==> config.mk <==
export PLATFORM = sky130hd
export DESIGN_NAME = glitch_sequencer
export DESIGN_NICKNAME = d
export VERILOG_FILES = /design/src/rtl/glitch_sequencer.sv
export SDC_FILE = /design/constraint.sdc
export NUM_CORES = 1
export LEC_CHECK = 0
export CORE_UTILIZATION = 56
export CTS_CLUSTER_DIAMETER = 50
export DETAILED_ROUTE_END_ITERATION = 16
export GPL_ROUTABILITY_DRIVEN = 1
export GPL_TIMING_DRIVEN = 1
export PLACE_DENSITY = 0.95
export SLEW_MARGIN = 25
export SYNTH_ARGS = -nofsm -noshare
export SYNTH_HDL_FRONTEND = slang
export SYNTH_SLANG_ARGS = --single-unit
==> constraint.sdc <==
create_clock -name clk -period 7 [get_ports clk]
set_input_delay 1.4 -clock clk [delete_from_list [all_inputs] [get_ports clk]]
set_output_delay 1.4 -clock clk [all_outputs]
set_load 0.01 [all_outputs]
==> src/rtl/glitch_sequencer.sv <==
// glitch_sequencer: walks the glitch program held in the external ROM.
// Each 12-bit instruction is fetched, decoded and executed. Execution drives
// the UART byte handshake, timed idle delays and the crowbar glitch pin.
// The block runs one pass per start request and reports busy/done.
module glitch_sequencer #(
    parameter int PROG_LEN = 14
) (
    input  logic        clk,
    input  logic        rst,
    input  logic        start,
    input  logic        abort,
    output logic [7:0]  instr_pt,
    input  logic [11:0] instr,
    output logic [7:0]  delay_num,
    input  logic [31:0] delay_len,
    output logic [7:0]  tx_data,
    output logic        tx_valid,
    input  logic        tx_ready,
    input  logic        rx_valid,
    output logic        glitch_out,
    output logic        busy,
    output logic        done
);

    typedef enum logic [2:0] {
        IDLE,
        FETCH,
        DECODE,
        SEND,
        RXWAIT,
        DELAY,
        GLITCH,
        FINISH
    } state_t;

    localparam logic [1:0] OP_SEND   = 2'b00;
    localparam logic [1:0] OP_DELAY  = 2'b01;
    localparam logic [1:0] OP_GLITCH = 2'b10;

    // One past the last valid entry, widened so pc+1 cannot wrap before the compare.
    localparam logic [8:0] PROG_END = 9'(PROG_LEN);

    state_t      state;
    logic [7:0]  pc;
    logic [11:0] ir;
    logic [31:0] cnt;
    logic        adv;
    logic        at_end;

    // The ROM is addressed straight from the registered program counter.
    assign instr_pt = pc;
    assign at_end   = (({1'b0, pc} + 9'd1) == PROG_END);

    // Decide when the current instruction is complete and pc should step.
    always_comb begin
        adv = 1'b0;
        case (state)
            DECODE:        adv = ~ir[9];
            SEND:          adv = tx_valid & tx_ready & ~ir[0];
            RXWAIT:        adv = rx_valid;
            DELAY, GLITCH: adv = (cnt <= 32'd1);
            default:       adv = 1'b0;
        endcase
    end

    // Main sequencer: state, program counter and every registered output.
    always_ff @(posedge clk) begin
        if (rst) begin
            state      <= IDLE;
            pc         <= 8'd0;
            ir         <= 12'd0;
            cnt        <= 32'd0;
            delay_num  <= 8'd0;
            tx_data    <= 8'd0;
            tx_valid   <= 1'b0;
            glitch_out <= 1'b0;
            busy       <= 1'b0;
            done       <= 1'b0;
        end else if (abort) begin
            // Abort leaves pc and the data registers intact for inspection.
            state      <= IDLE;
            tx_valid   <= 1'b0;
            glitch_out <= 1'b0;
            busy       <= 1'b0;
            done       <= 1'b0;
        end else begin
            done <= 1'b0;
            case (state)
                IDLE: begin
                    if (start) begin
                        pc    <= 8'd0;
                        busy  <= 1'b1;
                        state <= FETCH;
                    end
                end
                FETCH: begin
                    ir        <= instr;
                    delay_num <= instr[8:1];
                    state     <= DECODE;
                end
                DECODE: begin
                    // A cleared enable bit is a NOP and is handled by adv below.
                    if (ir[9]) begin
                        case (ir[11:10])
                            OP_SEND: begin
                                tx_data  <= ir[8:1];
                                tx_valid <= 1'b1;
                                state    <= SEND;
                            end
                            OP_DELAY: begin
                                cnt   <= delay_len;
                                state <= DELAY;
                            end
                            OP_GLITCH: begin
                                // Raise the pin on entry so the high time equals the cycles spent in GLITCH.
                                cnt        <= delay_len;
                                glitch_out <= 1'b1;
                                state      <= GLITCH;
                            end
                            default: begin
                                done  <= 1'b1;
                                state <= FINISH;
                            end
                        endcase
                    end
                end
                SEND: begin
                    if (tx_valid && tx_ready) begin
                        tx_valid <= 1'b0;
                        if (ir[0]) begin
                            state <= RXWAIT;
                        end
                    end
                end
                RXWAIT: begin
                    // Completion on rx_valid is handled by adv below.
                end
                DELAY: begin
                    if (cnt > 32'd1) begin
                        cnt <= cnt - 32'd1;
                    end
                end
                GLITCH: begin
                    if (cnt > 32'd1) begin
                        cnt <= cnt - 32'd1;
                    end else begin
                        glitch_out <= 1'b0;
                    end
                end
                FINISH: begin
                    busy  <= 1'b0;
                    state <= IDLE;
                end
                default: begin
                    state <= IDLE;
                end
            endcase

            // Step to the next entry, or finish after the last one. pc is held at the last entry.
            if (adv) begin
                if (at_end) begin
                    done  <= 1'b1;
                    state <= FINISH;
                end else begin
                    pc    <= pc + 8'd1;
                    state <= FETCH;
                end
            end
        end
    end

endmodule

==> out/metrics.csv <==
stage,metric,value,unit
timing,f_max,308,MHz
min_path,Hold Crit Class,reg -> reg,
route,DR pass1 iterations,5,
synth,post-synth top area cell,dfxtp_1,
route,WL per Instance,17.0,um
critical_path,Worst EP required,7.25,ns
synth,"Cell Area, Synth",3890,um2
critical_path,kind of end point of the critical path,flop,
route,# DRC,0,
critical_path,crit path cell chain,"buf_4, clkinv_1, nand2_1, nor4_1, a211o_1",
cells_and_area,Area Growth Syn to Fin,24.3,%
power,net load switching power,0.210,mW
floorplanning,full die area,7280,um2
synth,Post-Syn Area per Cell,7.75,um2
route,Initial DRC Count,426,
placement,"Cell Area, Placed",4590,um2
floorplanning,Initial Utilization,57.6,%
global_routing,largest net degree at the start of global routing,66,
clocking,CTS sink count,67,
floorplanning,# IOs,78,
power,Switching Share,23.6,%
synth,ranking of synthesized cells by area,"dfxtp_1, a21oi_1, nand2_1",
power,Int Pwr,0.679,mW
timing,actual slew at the worst max-slew pin,0.650,ns
cells_and_area,Total Nets Final,609,
clocking,post-cts resize count,0,
clocking,CTS tree,done,
global_routing,first-pass GRT wire length,17500,um
cells_and_area,antenna cells,0,
power,Pleak,1.82,nW
route,DR vias/cell,6.62,
floorplanning,Rows,30,
global_routing,initial antenna violation count,0,
timing,"Period Utilization, post-route",46.3,%
timing,setup TNS,0,ns
power,PwrDens,184,nW/um2
clocking,H-tree levels,3,
timing,Fin. Hold Viols,0,
timing,min Tclk post-route,3.24,ns
clocking,# hold bufs at CTS,0,
clocking,register clock-pin slew on the reported worst setup and hold paths,0.07,ns
critical_path,Startpoint Class,input port,
power,Clock power frac,45.1,%
synth,commonest cells in the netlist,"nand2_1, dfxtp_1, a21oi_1",
power,Reg power frac,44.3,%
power,Comb power frac,10.6,%
power,total power,0.889,mW
critical_path,Setup CP Type,in -> reg,
critical_path,CP max stage delay,0.65,ns
route,total number of vias,4210,
synth,ys async rst share,0,%
floorplanning,area of the core,6760,um2
power,VDD IR max,0.000129,V
status,outcome,completed,
synth,Cell variety after synth,68,
clocking,CTS Buf Count,9,
global_routing,number of global-route vias before repair,3804,
critical_path,CP arrival,3.50,ns
critical_path,critical path's slowest cell,clkinv_1,
placement,Placer Congestion,0.849,
global_routing,grt ovf,0,
synth,ys flop type,dfxtp_1,
synth,most common cell in the synthesized netlist,nand2_1,
floorplanning,Die W,85.3,um
synth,Yosys top cell area share,34.5,%
synth,Post-synth EDFFs,0,
global_routing,total track usage,30.1,%
critical_path,Max Fanout on Critical Path,58,
synth,Seq cells post-synth,67,
route,remaining antenna violation count,0,
clocking,setup bufs post-CTS,0,
job,Max-Cap Viols,0,
synth,"Seq/Total Area, Yosys",34.5,%
floorplanning,Die Height,85.3,um
placement,port buffer count,77,
clocking,clk_lat worst skew,0.36,ns
synth,Syn Inst Count,502,
placement,Placed Cells,620,
timing,max-slew violations,0,
timing,# setup viols final,0,
synth,syn nets,560,
timing,Worst slew margin,56.6,%
timing,RSZ-0062 raised after global routing,false,
timing,Final Hold Slack,0.484,ns
cells_and_area,Filler cells,496,
route,drt total wl,10800,um
synth,Synth Warn #,0,
cells_and_area,Finished Layout Cells,636,
timing,Setup Skew,0.00996,ns
cells_and_area,share of layout cells above drive strength 1,6.65,%
placement,post-detail-place hpwl,7050,um
clocking,clk buf depth,2,
cells_and_area,design area,4830,um2
clocking,root buffer cell,clkbuf_8,
through the flow:
step,utilization (%),setup WS (ns)
floorplan,-,4.49
global placement,67.9,2.99
detailed placement,67.9,2.95
CTS,71.5,3.34
global route,71.6,3.65
finish,71.6,3.76
cell type report:
type                       count  area, um2  area share (%)
tap                           80        100            2.07
multi-input combinational    383       2330            48.1
sequential                    67       1340            27.7
timing repair buffer          79        783            16.2
clock buffer                  11        141            2.92
clock inverter                 5        100            2.07
inverter                      11       41.3           0.854
cells in the final DEF, fill, tap and decap left out, drive strengths merged, types with 4 or more instances in the layout:
cell	count
a211oi	11
nor3	17
clkdlybuf4s50	76
mux2i	9
nand3	14
inv	9
or2	4
o32ai	11
nor4	16
clkinv	4
a21oi	52
and3	4
o21ai	29
o31a	4
clkbuf	11
nand2	69
o31ai	12
dfxtp	67
or3	11
nor2	41
a22oi	7
ha	8
nand4	4
registers in the layout, summed over array words and instances, names as in the netlist:
signal / flops
glitch_out: 1
busy: 1
ir: 5
instr_pt: 8
tx_data: 8
delay_num: 7
tx_valid: 1
done: 1
cnt: 32
state: 3
logic make-up (layout without fill, tap and decap cells):
kind of cell,count (synthesis),count (layout),synth area share [%]
and+or+nand+nor,198,198,25.4
AOI/OAI and AO/OA,165,165,28.5
DFF,67,67,34.5
adders and majority gates,8,8,2.57
xor gates and xnor gates,3,3,0.676
muxes,9,9,2.32
buffers and inverters,52,106,6.08
per-layer routing:
layer / global-route usage [%] / vias to the layer above / routed length, um / share of wire, %
met1: 35.4 / 1965 / 4220 / 39
met5: 0 / - / 0 / 0
met4: 15.2 / 0 / 360 / 3.3
met2: 50.4 / 246 / 5320 / 49
li1: - / 1957 / - / -
met3: 8.56 / 42 / 947 / 8.7
worst max-delay path, delay by kind of cell:
family / cells / cell delay, ns
and+or+nand+nor: 2 / 0.64
AOI/OAI and AO/OA: 1 / 0.28
buffers and inverters: 2 / 1.15
final timing paths:
check | start | to | slack, ns | cells past startpoint
min | delay_num[4]$_SDFFE_PP0P_ | delay_num[4]$_SDFFE_PP0P_ | 0.48 | 2
max | rst | instr_pt[2]$_SDFFE_PP0N_ | 3.76 | 5
max reg2reg | cnt[20]$_SDFFE_PP0P_ | cnt[26]$_SDFFE_PP0P_ | 4.34 | 6
min reg2reg | delay_num[4]$_SDFFE_PP0P_ | delay_num[4]$_SDFFE_PP0P_ | 0.48 | 2
power by group through the flow:
| stage | Combinational (mW) | Sequential (mW) | Clock [mW] |
|---|---|---|---|
| finish | 0.0944 | 0.394 | 0.400 |
| global route | 0.101 | 0.395 | 0.419 |
| CTS | 0.0926 | 0.394 | 0.398 |
| detailed placement | 0.0909 | 0.402 | 0 |
| global placement | 0.0881 | 0.402 | 0 |
| floorplan | 0.0526 | 0.398 | 0 |
Power figures use the tool's default switching activity.
